--- config.mk ---
export PLATFORM = sky130hd
export DESIGN_NAME = mem_access_stage
export DESIGN_NICKNAME = d
export VERILOG_FILES = /design/src/rtl/mem_access_stage.sv
export SDC_FILE = /design/constraint.sdc
export NUM_CORES = 1
export LEC_CHECK = 0
export CORE_MARGIN = 10
export CORE_UTILIZATION = 39
export CTS_CLUSTER_SIZE = 14
export DETAILED_ROUTE_END_ITERATION = 10
export MAX_ROUTING_LAYER = met4
export PLACE_DENSITY = 0.77
export SLEW_MARGIN = 15
export SYNTH_ARGS = -nofsm -noshare
export SYNTH_HDL_FRONTEND = slang
export SYNTH_SLANG_ARGS = --single-unit
--- constraint.sdc ---
create_clock -name clk -period 11 [get_ports clk]
set_input_delay 3.3 -clock clk [delete_from_list [all_inputs] [get_ports clk]]
set_output_delay 3.3 -clock clk [all_outputs]
set_load 0.03 [all_outputs]
--- src/rtl/mem_access_stage.sv ---
// MEM pipeline stage: turns EX/MEM load/store control into req/ack data-memory accesses,
// stalls until completion and aligns load data. Optional bus timeout under `MEM_TIMEOUT_EN`.
`timescale 1ns/1ps
module mem_access_stage #(
  parameter int unsigned TIMEOUT_CYCLES = 16
) (
  input  logic        clk,
  input  logic        reset,
  input  logic [1:0]  WB_in,
  input  logic        MemRead_in,
  input  logic        MemWrite_in,
  input  logic [1:0]  size_in,
  input  logic        sign_ext_in,
  input  logic [31:0] ALU_in,
  input  logic [31:0] wdata_in,
  input  logic [4:0]  rd_in,
  output logic        mem_req,
  output logic        mem_we,
  output logic [31:0] mem_addr,
  output logic [3:0]  mem_be,
  output logic [31:0] mem_wdata,
  input  logic        mem_ack,
  input  logic [31:0] mem_rdata,
  output logic [1:0]  WB_out,
  output logic [31:0] ReadData_out,
  output logic [31:0] ALU_out,
  output logic [4:0]  rd_out,
  output logic        stall_out,
  output logic        misalign_err,
  output logic        bus_err
);

  typedef enum logic [1:0] {IDLE, WAIT, DONE} state_t;

  state_t      state;
  logic [31:0] rdata_q;
  logic        bus_err_q;
  logic        access;
  logic        aligned;
  logic        start;
  logic        timeout;
  logic [3:0]  be_c;
  logic [31:0] wdata_c;

  // Select the addressed lane and extend it to 32 bits.
  function automatic logic [31:0] extract(input logic [31:0] d, input logic [1:0] sz,
                                          input logic [1:0] a, input logic sx);
    logic [31:0] sh;
    logic [31:0] r;
    sh = d >> {a, 3'b000};
    case (sz)
      2'b00:   r = {{24{sx & sh[7]}}, sh[7:0]};
      2'b01:   r = a[1] ? {{16{sx & d[31]}}, d[31:16]} : {{16{sx & d[15]}}, d[15:0]};
      default: r = d;
    endcase
    return r;
  endfunction

  always_comb begin
    access  = MemRead_in | MemWrite_in;
    aligned = 1'b1;
    be_c    = 4'b1111;
    wdata_c = wdata_in;
    case (size_in)
      2'b00: begin
        be_c    = 4'b0001 << ALU_in[1:0];
        wdata_c = {4{wdata_in[7:0]}};
      end
      2'b01: begin
        aligned = ~ALU_in[0];
        be_c    = ALU_in[1] ? 4'b1100 : 4'b0011;
        wdata_c = {2{wdata_in[15:0]}};
      end
      default: aligned = (ALU_in[1:0] == 2'b00);
    endcase
    start = (state == IDLE) & access & aligned;
  end

`ifdef MEM_TIMEOUT_EN
  localparam int unsigned CNT_W = $clog2(TIMEOUT_CYCLES + 1);
  logic [CNT_W-1:0] cnt;

  // Counts WAIT cycles without ack; the final cycle times out unless ack arrives on it.
  assign timeout = (state == WAIT) & ~mem_ack & (cnt == CNT_W'(TIMEOUT_CYCLES - 1));

  always_ff @(posedge clk or negedge reset) begin
    if (!reset)                         cnt <= '0;
    else if (start)                     cnt <= '0;
    else if (state == WAIT && !mem_ack) cnt <= cnt + CNT_W'(1);
  end
`else
  assign timeout = 1'b0;
`endif

  always_ff @(posedge clk or negedge reset) begin
    if (!reset) begin
      state     <= IDLE;
      mem_req   <= 1'b0;
      mem_we    <= 1'b0;
      mem_addr  <= '0;
      mem_be    <= '0;
      mem_wdata <= '0;
      rdata_q   <= '0;
      bus_err_q <= 1'b0;
    end else begin
      case (state)
        IDLE: begin
          bus_err_q <= 1'b0;
          if (start) begin
            state     <= WAIT;
            mem_req   <= 1'b1;
            mem_we    <= MemWrite_in;
            mem_addr  <= {ALU_in[31:2], 2'b00};
            mem_be    <= be_c;
            mem_wdata <= wdata_c;
          end
        end
        WAIT: begin
          if (mem_ack) begin
            state   <= DONE;
            mem_req <= 1'b0;
            rdata_q <= mem_we ? 32'd0 : extract(mem_rdata, size_in, ALU_in[1:0], sign_ext_in);
          end else if (timeout) begin
            state     <= DONE;
            mem_req   <= 1'b0;
            rdata_q   <= '0;
            bus_err_q <= 1'b1;
          end
        end
        default: begin
          state     <= IDLE;
          bus_err_q <= 1'b0;
        end
      endcase
    end
  end

  // MEM/WB sees a bubble while stalled or on a faulted access.
  assign stall_out    = start | (state == WAIT);
  assign misalign_err = (state == IDLE) & access & ~aligned;
  assign WB_out       = (stall_out | misalign_err | ((state == DONE) & bus_err_q)) ? 2'b00 : WB_in;
  assign ReadData_out = ((state == DONE) & ~bus_err_q) ? rdata_q : 32'd0;
  assign ALU_out      = ALU_in;
  assign rd_out       = rd_in;
  assign bus_err      = bus_err_q;

endmodule

==> impl_metrics.tcl <==
set metrics [dict create \
    cp.buffers_inverters 2 \
    synth-edff-count 0 \
    routed-via-count 4428 \
    vdd_ir_drop_max_mv 0.163 \
    grt_util_all_layers_pct 19.5 \
    clkTransAtPathRegs_ns 0.07 \
    synth_area_mm2 0.00532 \
    post_drt_via_cell_ratio 5.27 \
    share_of_cells_above_drive_strength_1_pct 12.2 \
    area_share_of_the_leading_cell_type_in_the_synthesized_netlist_pct 47.9 \
    place.port_buffers 241 \
    synth_cell_types 42 \
    coreArea_mm2 0.0133 \
    fillCellCount 1119 \
    crit_path_max_fanout 20 \
    die_height_um 137 \
    synthesis.yosys.warnings 0 \
    holdCritPathClass "register to register" \
    cp-end-kind "primary output" \
    timing.critical_path.slowest_cell_delay_ns 0.84 \
    pwr_density_cell_mw_per_mm2 227 \
    worstPathRequired_ns 7.70 \
    yosys_register_bits 102 \
    global_route.overflow_total 0 \
    worstPathArrival_ns 5.89 \
    tritoncts "built" \
    start_util_pct 40.0 \
    timing.setup.critical_path_class "input pin to primary output" \
    worst_slew_pin_slew_ns 0.961 \
    grt_start_max_net_pins 82 \
    grt_pass1_wl_mm 27.4 \
    synth.area.top_cells "dfrtp_1 (48%), mux2_2 (11%), buf_4 (6.1%), a221o_1 (5.8%), mux2i_1 (5.1%)" \
    via_count_of_the_first_global_routing_pass 4861 \
    dr.pass1.iters 4 \
    fin_crit_sh_pct 83.6 \
    synthesized_area_per_cell_um2 11.3 \
    syn_to_layout_area_delta_pct 46.6 \
    clk-insertion-delay-late_ns 0.35 \
    critical_path.slowest_cell "clkdlybuf4s50_1" \
    yosys_most_used_dff "dfrtp_1" \
    detailedRoute.firstIterationViolations 157 \
    cts.repair_timing.setup_buffer_count 0 \
    final_critical_period_ns 9.19 \
    finalNetCount 770 \
    routed_wire_length_per_instance_um 21.3 \
    run_status "finished, final reports clean" \
    io_pins 255 \
    leakage_nw 3.20 \
    antenna_violating_nets_post_route 0 \
    cap_viol_max_count 0 \
    multiInputGateArea_mm2 0.00228 \
    post_synth_inst_count 472 \
    rsz0062_at_grt "false" \
    design.die.area_mm2 0.0187 \
    postSynth.asyncResetShare_pct 100 \
    relSlewSlack_pct 35.8 \
    postCtsResizedCells 0 \
    ctsHoldBuffers 0 \
    gp_congestion 0.926 \
    final_count_of_pins_violating_max_slew 0 \
    setup_viol 0 \
    ys_seq_area_share_pct 47.9 \
    cts-htree-levels 3 \
    seq_area_mm2 0.00255 \
    cpMostUsedCell "clkdlybuf4s50_1" \
    row_count 42 \
    cp_cell_sequence "clkdlybuf4s50_1 -> or2_1 -> a2111oi_4 -> nand2b_1 -> clkdlybuf4s50_1" \
    antenna-diode-count 0 \
    synth_largest_area_cell "dfrtp_1" \
    place.detailed.hpwl_mm 13.8 \
    clock_path_buffers 2 \
    cts.sinks 102 \
    wl_mm 17.9 \
    critPathLaunchType "input pin" \
    mostFrequentLayoutCells "clkdlybuf4s50_1 (239), dfrtp_1 (102), mux2_2 (52)" \
    drc 0 \
    fin_util_pct 58.7 \
    final_common_cell "clkdlybuf4s50_1" \
    antenna_violations_before_repair 0 \
    final.setup.tns_ns 0 \
    critPathTopFamily "buffers and inverters" \
    clockRootBuffer "clkbuf_16" \
    achievable_clock_frequency_mhz 109 \
    fp.dieW_um 137 \
    total_clock_buffers_created_by_cts 9 \
    fin_worst_skew_ns 0.00819 \
    timing_hold_violations_final 0 \
]
-- routing by layer --
layer | track usage [%] | wire length, um | vias up
li1 | - | - | 2040
met1 | 21.0 | 6820 | 2171
met2 | 31.8 | 8810 | 198
met3 | 8.39 | 2020 | 19
met4 | 6.26 | 276 | 0
met5 | - | 0 | -
-- registers in the layout, summed over array words and instances, names as in the netlist --
register,count
mem_wdata,32
mem_req,1
mem_addr,30
state,2
rdata_q,32
mem_be,4
mem_we,1
-- synthesized netlist by cell type, types with 3 or more instances --
master,instances
o21a_1,7
nand2_1,11
inv_1,4
a221o_1,31
buf_2,3
dfrtp_1,102
buf_6,5
a21o_1,9
mux2_1,4
and2_1,33
clkbuf_1,17
buf_4,43
o21ai_0,16
mux2i_1,27
a21oi_1,20
mux2_2,52
nor2_1,29
nor2b_1,4
nand2b_1,5
buf_1,6
nor3_1,5
or2_2,3
a32oi_1,7
a22o_1,8
-- report_power, final --
part | internal (mW) | switching [mW] | total [mW]
clock network | 0.160 | 0.144 | 0.304
logic | 0.387 | 0.455 | 0.841
registers | 0.534 | 0.0891 | 0.623
-- final cells by class --
cell class / instances / area share [%]
clock inverters: 5 / 0.433
flip-flops and latches: 102 / 32.7
multi-input cells: 293 / 29.2
inverters: 5 / 0.240
repair buffers: 248 / 31.5
clock buffers: 11 / 3.11
well taps: 176 / 2.82
-- worst reg2reg max path: stages (launching register included) --
cell       delay (ns)
dfrtp_1          0.44
or2_2            0.37
a2111oi_4        0.22
buf_4            0.78
mux2_2           0.46
-- path summary, 6_finish.rpt --
| check | from | slack, ns | end | cells past startpoint |
|---|---|---|---|---|
| setup / recovery | ALU_in[1] | 1.81 | stall_out | 5 |
| hold / removal | mem_addr[29]$_DFFE_PN0P_ | 0.49 | mem_addr[29]$_DFFE_PN0P_ | 1 |
| setup reg to reg | state[1]$_DFFE_PN0P_ | 8.61 | mem_addr[17]$_DFFE_PN0P_ | 4 |
| hold reg to reg | mem_addr[29]$_DFFE_PN0P_ | 0.49 | mem_addr[29]$_DFFE_PN0P_ | 1 |
| max in group asynchronous | reset | 6.87 | mem_be[0]$_DFFE_PN0P_ | 2 |
| min in group asynchronous | reset | 2.91 | mem_addr[25]$_DFFE_PN0P_ | 1 |
-- logic make-up after synthesis --
| family | after synthesis | share of synthesized area, % |
|---|---|---|
| mux | 83 | 16.9 |
| flops | 102 | 47.9 |
| xor+xnor | 1 | 0.165 |
| compound gates | 107 | 15.7 |
| other cells | 1 | 0.0704 |
| simple gates | 99 | 9.87 |
| buf+inv | 79 | 9.38 |
-- metrics by stage --
step | total power, mW | area, um^2 | setup slack (ns) | instances | hold slack (ns)
final | 1.77 | 7800 | 1.81 | 840 | 0.492
after global placement | 1.46 | 7530 | 1.85 | 824 | 0.465
after CTS | 1.79 | 7800 | 1.79 | 840 | 0.498
after global routing | 1.86 | 7800 | 1.69 | 840 | 0.519
after floorplan | 1.11 | 5330 | 2.78 | 474 | 0.465
after detailed placement | 1.48 | 7530 | 1.81 | 824 | 0.478
Power figures use the tool's default switching activity.
